$ cat config.mk
export PLATFORM = sky130hd
export DESIGN_NAME = vload_sequencer_flat
export DESIGN_NICKNAME = d
export VERILOG_FILES = /design/src/rtl/vload_sequencer_if.sv /design/src/rtl/vload_sequencer.sv /design/src/flat_wrapper.sv
export SDC_FILE = /design/constraint.sdc
export NUM_CORES = 1
export LEC_CHECK = 0
export BUFFER_PORTS_ARGS = -buffer_cell sky130_fd_sc_hd__buf_2
export CAP_MARGIN = 20
export CORE_UTILIZATION = 50
export DETAILED_ROUTE_END_ITERATION = 12
export PLACE_DENSITY_LB_ADDON = 0.3
export SYNTH_ARGS = -nofsm -noshare
export SYNTH_HDL_FRONTEND = slang
export SYNTH_SLANG_ARGS = --single-unit
export TNS_END_PERCENT = 30
$ cat constraint.sdc
create_clock -name clk -period 3.25 [get_ports clk]
set_clock_uncertainty 0.15 [all_clocks]
set_input_delay 0.975 -clock clk [delete_from_list [all_inputs] [get_ports clk]]
set_output_delay 0.975 -clock clk [all_outputs]
set_load 0.02 [all_outputs]
$ cat src/rtl/vload_sequencer_if.sv
// Memory read port of the vector load sequencer: address/read request with
// wait-request stall, and a separate read-data-valid return path.
interface vload_sequencer_if #(
  parameter int WIDTH = 32
);
  // Handshake: a request is accepted on a rising edge where d_read=1 and
  // d_wait=0; the master holds d_read and d_address stable while d_wait=1.
  // Read data returns later, qualified only by d_readdatavalid=1.
  logic [WIDTH-1:0] d_address;
  logic             d_read;
  logic             d_wait;
  logic             d_readdatavalid;
  logic [WIDTH-1:0] d_readdata;

  modport master (
    output d_address, d_read,
    input  d_wait, d_readdatavalid, d_readdata
  );

  modport slave (
    input  d_address, d_read,
    output d_wait, d_readdatavalid, d_readdata
  );
endinterface

$ cat src/rtl/vload_sequencer.sv
// Vector load sequencer: issues one read per element, extracts big-endian
// byte/halfword/word lanes and writes each element back. Optional macro
// VLOAD_SEQUENCER_STRIDE_EN selects the latched byte stride as increment.
module vload_sequencer #(
  parameter int WIDTH   = 32,
  parameter int VLWIDTH = 6
) (
  input  logic               clk,
  input  logic               reset,
  input  logic               start,
  input  logic [WIDTH-1:0]   base_addr,
  input  logic [WIDTH-1:0]   stride,
  input  logic [VLWIDTH-1:0] vl,
  input  logic [1:0]         load_size,
  input  logic               load_sign_ext,
  output logic               busy,
  output logic               done,
  vload_sequencer_if.master  mem,
  output logic               wb_en,
  output logic [VLWIDTH-1:0] wb_index,
  output logic [WIDTH-1:0]   wb_data,
  output logic [1:0]         dbg_state
);

  typedef enum logic [1:0] {
    S_IDLE = 2'd0,
    S_REQ  = 2'd1,
    S_RESP = 2'd2,
    S_DONE = 2'd3
  } state_t;

  state_t             state, state_next;
  logic [VLWIDTH-1:0] index;
  logic [VLWIDTH-1:0] vl_q;
  logic [WIDTH-1:0]   addr;
  logic [WIDTH-1:0]   incr;
  logic [1:0]         size_q;
  logic               sign_q;
  logic [1:0]         lsb_q;
  logic               last_elem;

`ifdef VLOAD_SEQUENCER_STRIDE_EN
  logic [WIDTH-1:0]   stride_q;
`else
  logic               unused_stride;
  assign unused_stride = ^stride;
`endif

  // Big-endian lane select: byte offset 0 is the most significant byte.
  function automatic logic [WIDTH-1:0] extract(
    input logic [WIDTH-1:0] w,
    input logic [1:0]       sz,
    input logic [1:0]       lsb,
    input logic             sx
  );
    logic [7:0]  b;
    logic [15:0] h;
    case (lsb)
      2'd0:    b = w[31:24];
      2'd1:    b = w[23:16];
      2'd2:    b = w[15:8];
      default: b = w[7:0];
    endcase
    h = lsb[1] ? w[15:0] : w[31:16];
    case (sz)
      2'b00:   extract = {{24{sx & b[7]}}, b};
      2'b01:   extract = {{16{sx & h[15]}}, h};
      default: extract = w;
    endcase
  endfunction

  always_comb begin
`ifdef VLOAD_SEQUENCER_STRIDE_EN
    incr = stride_q;
`else
    case (size_q)
      2'b00:   incr = WIDTH'(1);
      2'b01:   incr = WIDTH'(2);
      default: incr = WIDTH'(4);
    endcase
`endif
  end

  assign last_elem     = (index == vl_q - VLWIDTH'(1));
  assign busy          = (state != S_IDLE);
  assign done          = (state == S_DONE);
  assign mem.d_read    = (state == S_REQ);
  assign mem.d_address = addr;
  assign dbg_state     = state;

  always_ff @(posedge clk) begin
    if (reset) state <= S_IDLE;
    else       state <= state_next;
  end

  always_comb begin
    state_next = state;
    case (state)
      S_IDLE: if (start) state_next = (vl != '0) ? S_REQ : S_DONE;
      S_REQ:  if (!mem.d_wait) state_next = S_RESP;
      S_RESP: if (mem.d_readdatavalid) state_next = last_elem ? S_DONE : S_REQ;
      default: state_next = S_IDLE;
    endcase
  end

  always_ff @(posedge clk) begin
    if (reset) begin
      index    <= '0;
      vl_q     <= '0;
      addr     <= '0;
      size_q   <= '0;
      sign_q   <= 1'b0;
      lsb_q    <= '0;
      wb_en    <= 1'b0;
      wb_index <= '0;
      wb_data  <= '0;
`ifdef VLOAD_SEQUENCER_STRIDE_EN
      stride_q <= '0;
`endif
    end else begin
      wb_en <= 1'b0;
      case (state)
        S_IDLE: begin
          if (start && vl != '0) begin
            index  <= '0;
            vl_q   <= vl;
            addr   <= base_addr;
            size_q <= load_size;
            sign_q <= load_sign_ext;
`ifdef VLOAD_SEQUENCER_STRIDE_EN
            stride_q <= stride;
`endif
          end
        end
        S_REQ: begin
          if (!mem.d_wait) lsb_q <= addr[1:0];
        end
        S_RESP: begin
          if (mem.d_readdatavalid) begin
            wb_en    <= 1'b1;
            wb_index <= index;
            wb_data  <= extract(mem.d_readdata, size_q, lsb_q, sign_q);
            // The address stays on the last element once the vector completes.
            if (!last_elem) begin
              index <= index + VLWIDTH'(1);
              addr  <= addr + incr;
            end
          end
        end
        default: ;
      endcase
    end
  end

endmodule

$ cat src/flat_wrapper.sv
// flat-port wrapper written by rule: the top's interface ports become plain ports
module vload_sequencer_flat 
#(
  parameter int WIDTH   = 32,
  parameter int VLWIDTH = 6
)
  (clk, reset, start, base_addr, stride, vl, load_size, load_sign_ext, busy, done, wb_en, wb_index, wb_data, dbg_state, mem_d_address, mem_d_read, mem_d_wait, mem_d_readdatavalid, mem_d_readdata);
  vload_sequencer_if #(.WIDTH(WIDTH)) mem_i ();
  input  logic clk;
  input  logic reset;
  input  logic start;
  input  logic [WIDTH-1:0] base_addr;
  input  logic [WIDTH-1:0] stride;
  input  logic [VLWIDTH-1:0] vl;
  input  logic [1:0] load_size;
  input  logic load_sign_ext;
  output logic busy;
  output logic done;
  output logic wb_en;
  output logic [VLWIDTH-1:0] wb_index;
  output logic [WIDTH-1:0] wb_data;
  output logic [1:0] dbg_state;
  output wire logic [$bits(mem_i.d_address)-1:0] mem_d_address;
  output wire logic [$bits(mem_i.d_read)-1:0] mem_d_read;
  input wire logic [$bits(mem_i.d_wait)-1:0] mem_d_wait;
  input wire logic [$bits(mem_i.d_readdatavalid)-1:0] mem_d_readdatavalid;
  input wire logic [$bits(mem_i.d_readdata)-1:0] mem_d_readdata;
  assign mem_d_address = mem_i.d_address;
  assign mem_d_read = mem_i.d_read;
  assign mem_i.d_wait = mem_d_wait;
  assign mem_i.d_readdatavalid = mem_d_readdatavalid;
  assign mem_i.d_readdata = mem_d_readdata;
  vload_sequencer #(.WIDTH(WIDTH), .VLWIDTH(VLWIDTH)) u_core (.clk(clk), .reset(reset), .start(start), .base_addr(base_addr), .stride(stride), .vl(vl), .load_size(load_size), .load_sign_ext(load_sign_ext), .busy(busy), .done(done), .mem(mem_i), .wb_en(wb_en), .wb_index(wb_index), .wb_data(wb_data), .dbg_state(dbg_state));
endmodule
=== Word-level counts from Yosys, hierarchy flattened ===
Cells that the tools add are included.

* Flip-flop bits (word level): 90
* Output and inout port bits: 76

* Add/subtract/negate cells: 3
* Equal/unequal tests: 12
* Mux-type cells: 22
* Bitwise logic cells: 4
* Reduce and logical (&&, ||, !) cells: 13

{| class="wikitable"
|+ Operators by type and width
! operator !! count
|-
| 32-bit case mux with 2 select lines || 2
|-
| 32-bit two-way mux || 3
|-
| 32-bit by 3-bit adder with 32-bit output || 1
|-
| 8-bit two-way mux || 3
|-
| 8-bit case mux with 3 select lines || 1
|-
| 6-bit two-way mux || 3
|-
| 16-bit two-way mux || 1
|-
| 6-bit case mux with 2 select lines || 1
|-
| 2-bit two-way mux || 5
|-
| 2-bit inequality test, second input constant || 4
|-
| 6-bit by 1-bit adder with 6-bit output, second input constant || 1
|-
| 2-bit by 1-bit == test with 1-bit output, second input constant || 3
|-
| 2-bit == test, second input constant || 3
|-
| 6-bit == test || 1
|-
| 2-bit logical NOT || 3
|-
| 2-bit case mux with 3 select lines || 1
|-
| 3-bit case mux with 2 select lines || 1
|-
| 2-bit AND reduction || 3
|-
| 6-bit nonzero test || 1
|-
| 6-bit by 1-bit subtractor with 6-bit output, second input constant || 1
|-
| 4-bit AND reduction || 1
|-
| 2-bit nonzero test || 2
|-
| 3-bit AND reduction || 1
|-
| 1-bit AND || 2
|-
| other kinds (5) || 6
|}

=== Longest topological paths before layout ===
Gate-level depths: netlist (run 1).

* Depth in word-level cells: 7
* Depth in mapped cells: 11
* Mapped depth without buffers: 9

=== Least setup slack after synthesis (run 1) ===
OpenSTA, ideal clock, no wires.

* Path kind: flip-flop to flip-flop
* From: register u_core.size_q[1]
* To: register u_core.addr[24] (netlist: u_core.mem.d_address[24])
* Arrival time: 2.456 ns
* Path slack: 0.506 ns
* Cell stages (with the launch flop): 12
* Path buffers: 3
* Period minus slack after synthesis: 2.744 ns
* Cell sequence: dfxtp_1 > clkbuf_1 > buf_1 > nor2b_1 > fa_1 > a21oi_1 > nor2_1 > and3_1 > buf_4 > a41o_1 > a22oi_1 > nor4_1

* Cells in the longest elaborated chain, start to end: 6

{| class="wikitable"
|+ Ends and longest elaborated chain
! item !! line !! text
|-
| start, declared || vload_sequencer.sv:37 || <nowiki>logic [1:0] size_q;</nowiki>
|-
| start signal, assigned || vload_sequencer.sv:128 || <nowiki>size_q <= load_size;</nowiki>
|-
| 2-bit by 1-bit == test with 1-bit output / 2-bit logical NOT (equally long branches) || vload_sequencer.sv:76 || <nowiki>case (size_q)</nowiki>
|-
| 3-bit case mux with 2 select lines (*) || vload_sequencer.sv:76 ||
|-
| 32-bit by 3-bit adder with 32-bit output (*) || vload_sequencer.sv:146 || <nowiki>addr <= addr + incr;</nowiki>
|-
| 32-bit two-way mux (*) || vload_sequencer.sv:144 || <nowiki>if (!last_elem) begin</nowiki>
|-
| 32-bit two-way mux (*) || vload_sequencer.sv:139 || <nowiki>if (mem.d_readdatavalid) begin</nowiki>
|-
| 32-bit case mux with 2 select lines (*) || vload_sequencer.sv:122 || <nowiki>case (state)</nowiki>
|-
| end signal, assigned || vload_sequencer.sv:127 || <nowiki>addr <= base_addr;</nowiki>
|-
| end signal, assigned || vload_sequencer.sv:146 ||
|-
| end, declared || vload_sequencer.sv:35 || <nowiki>logic [WIDTH-1:0] addr;</nowiki>
|}

Mark *: on every way between the ends. The rest lies on a longest branch, timed or not. The select of a mux whose other input is x is not followed.
A chain may end at the register's enable or synchronous reset.

=== Worst setup path after layout (run 1) ===
* From: register u_core.vl_q[0]
* To: register u_core.addr[7] (netlist: u_core.mem.d_address[7])

* Cells in the longest elaborated chain, start to end: 4

{| class="wikitable"
|+ Ends and longest elaborated chain
! item !! line !! text
|-
| start, declared || vload_sequencer.sv:34 || <nowiki>logic [VLWIDTH-1:0] vl_q;</nowiki>
|-
| start signal, assigned || vload_sequencer.sv:126 || <nowiki>vl_q <= vl;</nowiki>
|-
| 6-bit by 1-bit subtractor with 6-bit output || vload_sequencer.sv:84 || <nowiki>assign last_elem = (index == vl_q - VLWIDTH'(1));</nowiki>
|-
| 6-bit == test || vload_sequencer.sv:84 ||
|-
| 2-bit inequality test (no source line) || n/a ||
|-
| 4-bit AND reduction (no source line) || n/a ||
|}

No other way between the ends.

==> impl_metrics.csv, run 1 <==
group,metric,value,unit
global_routing,antenna_found_initial,0,
global_routing,grt_util_met3,5.08,%
floorplanning,dieArea,10500,um^2
place,placed_area,5950,um^2
synthesis,synth_top_flop_cell,"dfxtp_1",
clocking,cts_tree,"done",
worst_setup_path,crit_required,3.38,ns
drt,first_iter_violations,248,
clocking,cts.sinks,90,
sta,setup-tns-final,0,ns
global_routing,grt_util_met2,45.6,%
synthesis,ys.warnings.count,0,
place,dp_hpwl,10500,um
drt,drcViolationCount,0,
synthesis,synth_fp_nets,745,
drt,avgRoutedWirePerCell,16.6,um
sta,hold_ws,0.306,ns
drt,ant_nets,0,
place,io_buffers,153,
cells_and_area,nNetsFinal,883,
run,drv_cap,0,
clocking,cts_buffer_depth,2,
floorplanning,die_h,103,um
global_routing,overflow,0,
cells_and_area,syn2layout_area_growth,21.3,%
clocking,htree_levels,3,
power,power.density,466,nW/um^2
sta,fmax,348,MHz
global_routing,track_usage,28.4,%
sta,setup_viol,0,
synthesis,synth_area,5060,um^2
sta,maxSlewViolCount,0,
sta,maxSlewHeadroom,40.8,%
global_routing,grt_max_degree,45,
drt,num_vias,5392,
place,gp_congestion,0.870,
synthesis,synth_edf_count,0,
drt,via_per_inst,5.97,
place,pre_cts_ws,-0.0239,ns
power,worst_ir_drop_vdd,246,uV
sta,finalHoldViolCount,0,
cells_and_area,antenna_cells,0,
power,cellLeakagePower,2.59,nW
cells_and_area,drive_above_1_share,28.1,%
clocking,clk_pin_slew_worst_paths,0.09,ns
clocking,cts_root_buf,"clkbuf_8",
worst_setup_path,path_class,"flip-flop to flip-flop",
cells_and_area,post-route-util,62.8,%
sta,grt_setup_unrepaired,"no",
cells_and_area,design_area,6140,um^2
clocking,clk_latency,0.37,ns
floorplanning,rows,36,
sta,fin_crit,2.88,ns
sta,worst_slew_pin_slew,0.888,ns
synthesis,synthDistinctLibCells,72,
floorplanning,num_io_pins,186,
worst_setup_path,worstPathMaxFanout,18,
place,dp.cells,888,
sta,setup_slack,0.373,ns
clocking,postCtsSetupBuffers,0,
sta,finalCritPeriodShare,88.5,%
global_routing,grt.met1_usage,38.8,%
floorplanning,initial_core_util,51.8,%
worst_setup_path,crit_path_start_kind,"flip-flop",
floorplanning,die_width,103,um
clocking,numCtsBuffers,9,
worst_setup_path,cp.arrival,3.01,ns
power,finalPower,2.86,mW
synthesis,syn-mean-instance-area,8.05,um^2
synthesis,synthArstFlopShare,0,%
hold_path,hp-class,"flip-flop to flip-flop",
global_routing,grt_pass1_vias,4720,
floorplanning,fp.coreArea,9770,um^2
synthesis,synth_seq_cells,90,
worst_setup_path,cp-end-kind,"flip-flop",
global_routing,top_usage_layer,"met2",
synthesis,yosysSeqAreaShare,35.6,%
synthesis,synth_cells,629,
outcome,status,"completed",
drt,dr.pass1.iters,5,
drt,drt_wl_total,15000,um
global_routing,grt_pass1_wl,23200,um
cells_and_area,final_cells,903,
cells_and_area,final.fill_count,891,
[area by class of cell]
cell class,count,area (um^2),share of cell area (%)
multi-input cells,486,3030,49.4
clock inverters,5,56.3,0.917
flip-flops and latches,90,1800,29.4
repair buffers,171,926,15.1
inverters,9,33.8,0.550
well taps,133,166,2.71
clock buffers,9,124,2.02
[power by group]
part / switching (mW) / leakage [nW] / internal [mW] / total (mW)
Clock: 0.402 / 0.0913 / 0.347 / 0.750
Sequential: 0.109 / 0.735 / 1.19 / 1.30
Combinational: 0.493 / 1.76 / 0.316 / 0.809
Total: 1.00 / 2.59 / 1.85 / 2.86
[cell usage in the layout (no fill, tap or decap), types with 3 or more instances in the layout]
cell type,count
nand3_1,23
o32ai_1,3
nor2_1,39
a22oi_1,13
a21oi_2,3
xnor2_1,11
nand2b_1,5
o311a_1,4
clkbuf_8,9
and3_1,8
mux2i_1,14
or2_2,3
o31ai_2,5
nor4_1,4
and2_1,6
and4_1,4
nor2b_1,9
nor3_1,4
nand4_1,12
ha_1,5
inv_1,8
dfxtp_1,90
a21oi_1,67
a311o_1,3
nand2_1,97
xor2_1,3
o21ai_0,51
a21boi_0,7
o31ai_1,7
o21ai_1,3
buf_2,153
buf_4,16
o211ai_1,10
a22o_1,12
a211oi_1,4
[Yosys cell counts, types with 3 or more instances]
master,number,area share (%)
nor2_1,39,2.9
mux2i_1,14,2.8
o32ai_1,3,0.52
a22oi_1,13,1.9
and4_1,4,0.69
o311a_1,4,0.79
inv_1,8,0.59
ha_1,5,1.2
a22o_1,12,2.1
o31ai_1,7,1.0
xor2_1,3,0.52
dfxtp_1,90,36
o21ai_1,3,0.30
buf_2,6,0.59
nor2b_1,9,1.1
buf_4,4,0.59
nor3_1,4,0.40
o31ai_2,5,1.2
nand4_1,12,1.5
a211oi_1,4,0.59
a21boi_0,7,1.0
a21oi_1,67,6.6
o211ai_1,10,1.5
nand2_1,97,7.2
nand2b_1,6,0.74
nor4_1,4,0.49
o21ai_0,51,5.0
xnor2_1,11,1.9
a311o_1,3,0.59
and2_1,6,0.74
or2_2,3,0.37
and3_1,8,0.99
clkbuf_1,31,2.3
nand3_1,23,2.3
[kinds of logic (layout without fill, tap and decap cells)]
group                      Yosys count  after routing  synth area share (%)
adders and majority gates            6              6                  1.63
muxes                               17             17                  3.66
AOI/OAI and AO/OA                  219            220                  29.3
and+or+nand+nor                    229            229                  22.6
buffers and inverters               54            194                  4.75
DFF                                 90             90                  35.6
xor gates and xnor gates            14             14                  2.42
[routing by layer]
| metal | wire, um | share of wire (%) | vias to the layer above |
|---|---|---|---|
| met5 | 0 | 0 | - |
| met4 | 187 | 1.2 | 0 |
| met3 | 1000 | 6.7 | 20 |
| met2 | 7310 | 49 | 222 |
| met1 | 6490 | 43 | 2572 |
| li1 | - | - | 2578 |
[sequential cells by signal, summed over array words and instances, names as in the netlist]
| signal | flops |
|---|---|
| u_core.size_q | 2 |
| u_core.wb_data | 32 |
| u_core.index | 6 |
| u_core.dbg_state | 2 |
| u_core.vl_q | 6 |
| u_core.lsb_q | 2 |
| u_core.wb_index | 6 |
| u_core.mem.d_address | 32 |
| u_core.wb_en | 1 |
| u_core.sign_q | 1 |
[repair_timing]
action                                 4_1_cts  5_1_grt
hold buffers                                 0        0
resized for setup                            0        0
setup endpoints to repair                    0        5
endpoints found under the hold margin        0        0
[final timing paths]
| kind | startpoint | end | slack, ns | cells past startpoint |
|---|---|---|---|---|
| max | u_core.vl_q[0] | u_core.mem.d_address[7] | 0.37 | 9 |
| min | u_core.wb_data[15] | u_core.wb_data[15] | 0.31 | 2 |
| max reg2reg | u_core.vl_q[0] | u_core.mem.d_address[7] | 0.37 | 9 |
| min reg2reg | u_core.wb_data[15] | u_core.wb_data[15] | 0.31 | 2 |
[critical path, cell delays in order, from the launching register on]
cell and delay (ns):
dfxtp_1 0.47, inv_1 0.08, ha_1 0.24, and3b_1 0.19, o21ai_1 0.20, a31oi_4 0.19, a21oi_4 0.53, buf_4 0.31
nand3b_1 0.12, a221oi_2 0.30
Note: power is estimated with default switching activity, not from simulation.
==> run 2: changes to the inputs <==
Settings changed: CORE_UTILIZATION 50 to 45.
Clock period 3.25 ns to 2.55 ns, I/O delays scaled along.
==> run 2 against run 1 <==
Total power rose by 35%. Non-clock buffer count increased by 29. Final cell count rose by 4.2%. Die area grew 11%. Setup slack worse by 0.28 ns. Count of clock-buffer cells in the layout did not move. Register-to-register slack worse by 0.28 ns. Flip-flop and latch count unchanged.
==> impl_metrics.csv, run 2 (synthesis gave the netlist of run 1 again) <==
group,metric,value,unit
outcome,status,"completed",
global_routing,track_usage,26.5,%
power,seqPwrFrac,42.6,%
sta,fmax,407,MHz
cells_and_area,nNetsFinal,912,
clocking,clk_latency,0.38,ns
worst_setup_path,crit_required,2.72,ns
floorplanning,rows,38,
worst_setup_path,cp_num_buf_inv,3,
worst_setup_path,cp_common_cell,"buf_4",
cells_and_area,drive_above_1_share,31.3,%
cells_and_area,most-common-layout-cells,"153 x buf_2, 97 x nand2_1, 90 x dfxtp_1",
cells_and_area,final.fill_count,1022,
power,power.density,600,nW/um^2
sta,setup-tns-final,0,ns
floorplanning,fp.coreArea,10900,um^2
place,dp_hpwl,11400,um
power,finalPower,3.86,mW
worst_setup_path,cp.arrival,2.63,ns
global_routing,grt_max_degree,45,
drt,drcViolationCount,0,
sta,setup_viol,0,
global_routing,overflow,0,
cells_and_area,final_common_cell,"buf_2",
place,gp_congestion,0.904,
sta,finalHoldViolCount,0,
global_routing,grt_pass1_vias,5066,
sta,maxSlewViolCount,0,
clocking,hold_buffers,0,
floorplanning,num_io_pins,186,
cells_and_area,syn2layout_area_growth,27.0,%
worst_setup_path,cp_slowest_stage_delay,0.40,ns
drt,via_per_inst,5.79,
floorplanning,die_width,108,um
clocking,cts_root_buf,"clkbuf_8",
power,power_switching,1.33,mW
worst_setup_path,cp-end-kind,"flip-flop",
sta,fin_crit,2.46,ns
sta,hold_ws,0.305,ns
worst_setup_path,crit_path_cell_trace,"inv_1 > ha_1 > nor2b_1 > or3_1 > a31oi_4 > a21oi_4 > buf_4 > buf_4 > a211o_1 > nand2_1",
power,power_frac_comb,28.9,%
drt,ant_nets,0,
floorplanning,dieArea,11700,um^2
drt,avgRoutedWirePerCell,16.6,um
hold_path,hp-class,"flip-flop to flip-flop",
cells_and_area,seqCellArea,1800,um^2
drt,dr.pass1.iters,5,
worst_setup_path,slowest_stage,"or3_1",
cells_and_area,antenna_cells,0,
clocking,cts_tree,"done",
run,drv_cap,0,
floorplanning,die_h,108,um
place,io_buffers,153,
sta,maxSlewHeadroom,52.6,%
power,clockPowerShare,28.5,%
clocking,clk_pin_slew_worst_paths,0.09,ns
worst_setup_path,path_class,"flip-flop to flip-flop",
drt,drt_wl_total,15600,um
sta,worst_slew_pin_slew,0.708,ns
drt,num_vias,5445,
worst_setup_path,crit_path_start_kind,"flip-flop",
floorplanning,initial_core_util,46.5,%
place,dp.cells,920,
cells_and_area,final_cells,941,
power,worst_ir_drop_vdd,342,uV
worst_setup_path,worstPathMaxFanout,7,
clocking,cts_buffer_depth,2,
clocking,cts.sinks,90,
power,switching_share,34.5,%
power,cellLeakagePower,2.75,nW
clocking,htree_levels,3,
worst_setup_path,critPathTopFamily,"compound AO/OA/AOI/OAI gates",
global_routing,antenna_found_initial,1,
cells_and_area,multi_input_area,3050,um^2
power,p_int,2.53,mW
sta,finalCritPeriodShare,96.3,%
drt,first_iter_violations,388,
global_routing,grt_pass1_wl,24200,um
clocking,numCtsBuffers,9,
sta,grt_setup_unrepaired,"yes",
[run 2: cell count changes in the layout (fill, tap and decap cells not counted), sizes merged]
cell      change
inv           -1
clkinvlp      +1
bufinv        +1
buf          +29
clkinv        +1
[run 2: path summary, 6_finish.rpt]
check	startpoint	to	slack [ns]	cells after the start
max	u_core.vl_q[0]	u_core.index[3]	0.09	10
min	u_core.wb_data[15]	u_core.wb_data[15]	0.30	2
max reg2reg	u_core.vl_q[0]	u_core.index[3]	0.09	10
min reg2reg	u_core.wb_data[15]	u_core.wb_data[15]	0.30	2
[run 2: power by group through the flow]
stage / clock network (mW) / registers [mW] / logic, mW
floorplan: 0 / 1.77 / 0.584
detailed placement: 0 / 1.67 / 1.09
finish: 1.10 / 1.64 / 1.12
CTS: 1.11 / 1.64 / 1.09
global route: 1.17 / 1.66 / 1.21
global placement: 0 / 1.67 / 1.06
[run 2: metal layers]
metal	global-route usage (%)	share of wire, %	up-vias
met4	12.7	2.7	0
met2	45.2	49	249
met1	31.2	40	2536
met5	0	0	-
li1	-	-	2628
met3	6.33	8.4	32
[run 2: worst reg2reg max path: cells and delay by family, from the launching register on]
family | cells | cell delay, ns
AO/OA/AOI/OAI | 3 | 0.72
AND/OR/NAND/NOR | 3 | 0.59
adder cells (fa/ha/maj) | 1 | 0.23
buffers and inverters | 3 | 0.38
flip-flops | 1 | 0.35
[run 2: what timing repair did]
action / in CTS / in global routing
buffers inserted: 0 / 4
setup endpoints to repair: 0 / 28
gates resized for setup: 0 / 5
[run 2: metrics by stage]
stage	setup WS, ns	area, um^2	util (%)
6_report	0.0941	6430	59.1
5_1_grt	-0.0305	6430	59.1
4_1_cts	0.0127	6380	58.6
3_5_place_dp	-0.160	6160	56.6
3_3_place_gp	-0.125	6160	56.6
2_1_floorplan	0.00444	5060	-
[run 2: final cells by class]
type,instances,area share (%)
inverter,9,0.525
timing repair buffer,200,18.0
tap,140,2.72
multi-input combinational,486,47.4
clock inverter,7,1.46
clock buffer,9,1.93
sequential,90,28.0
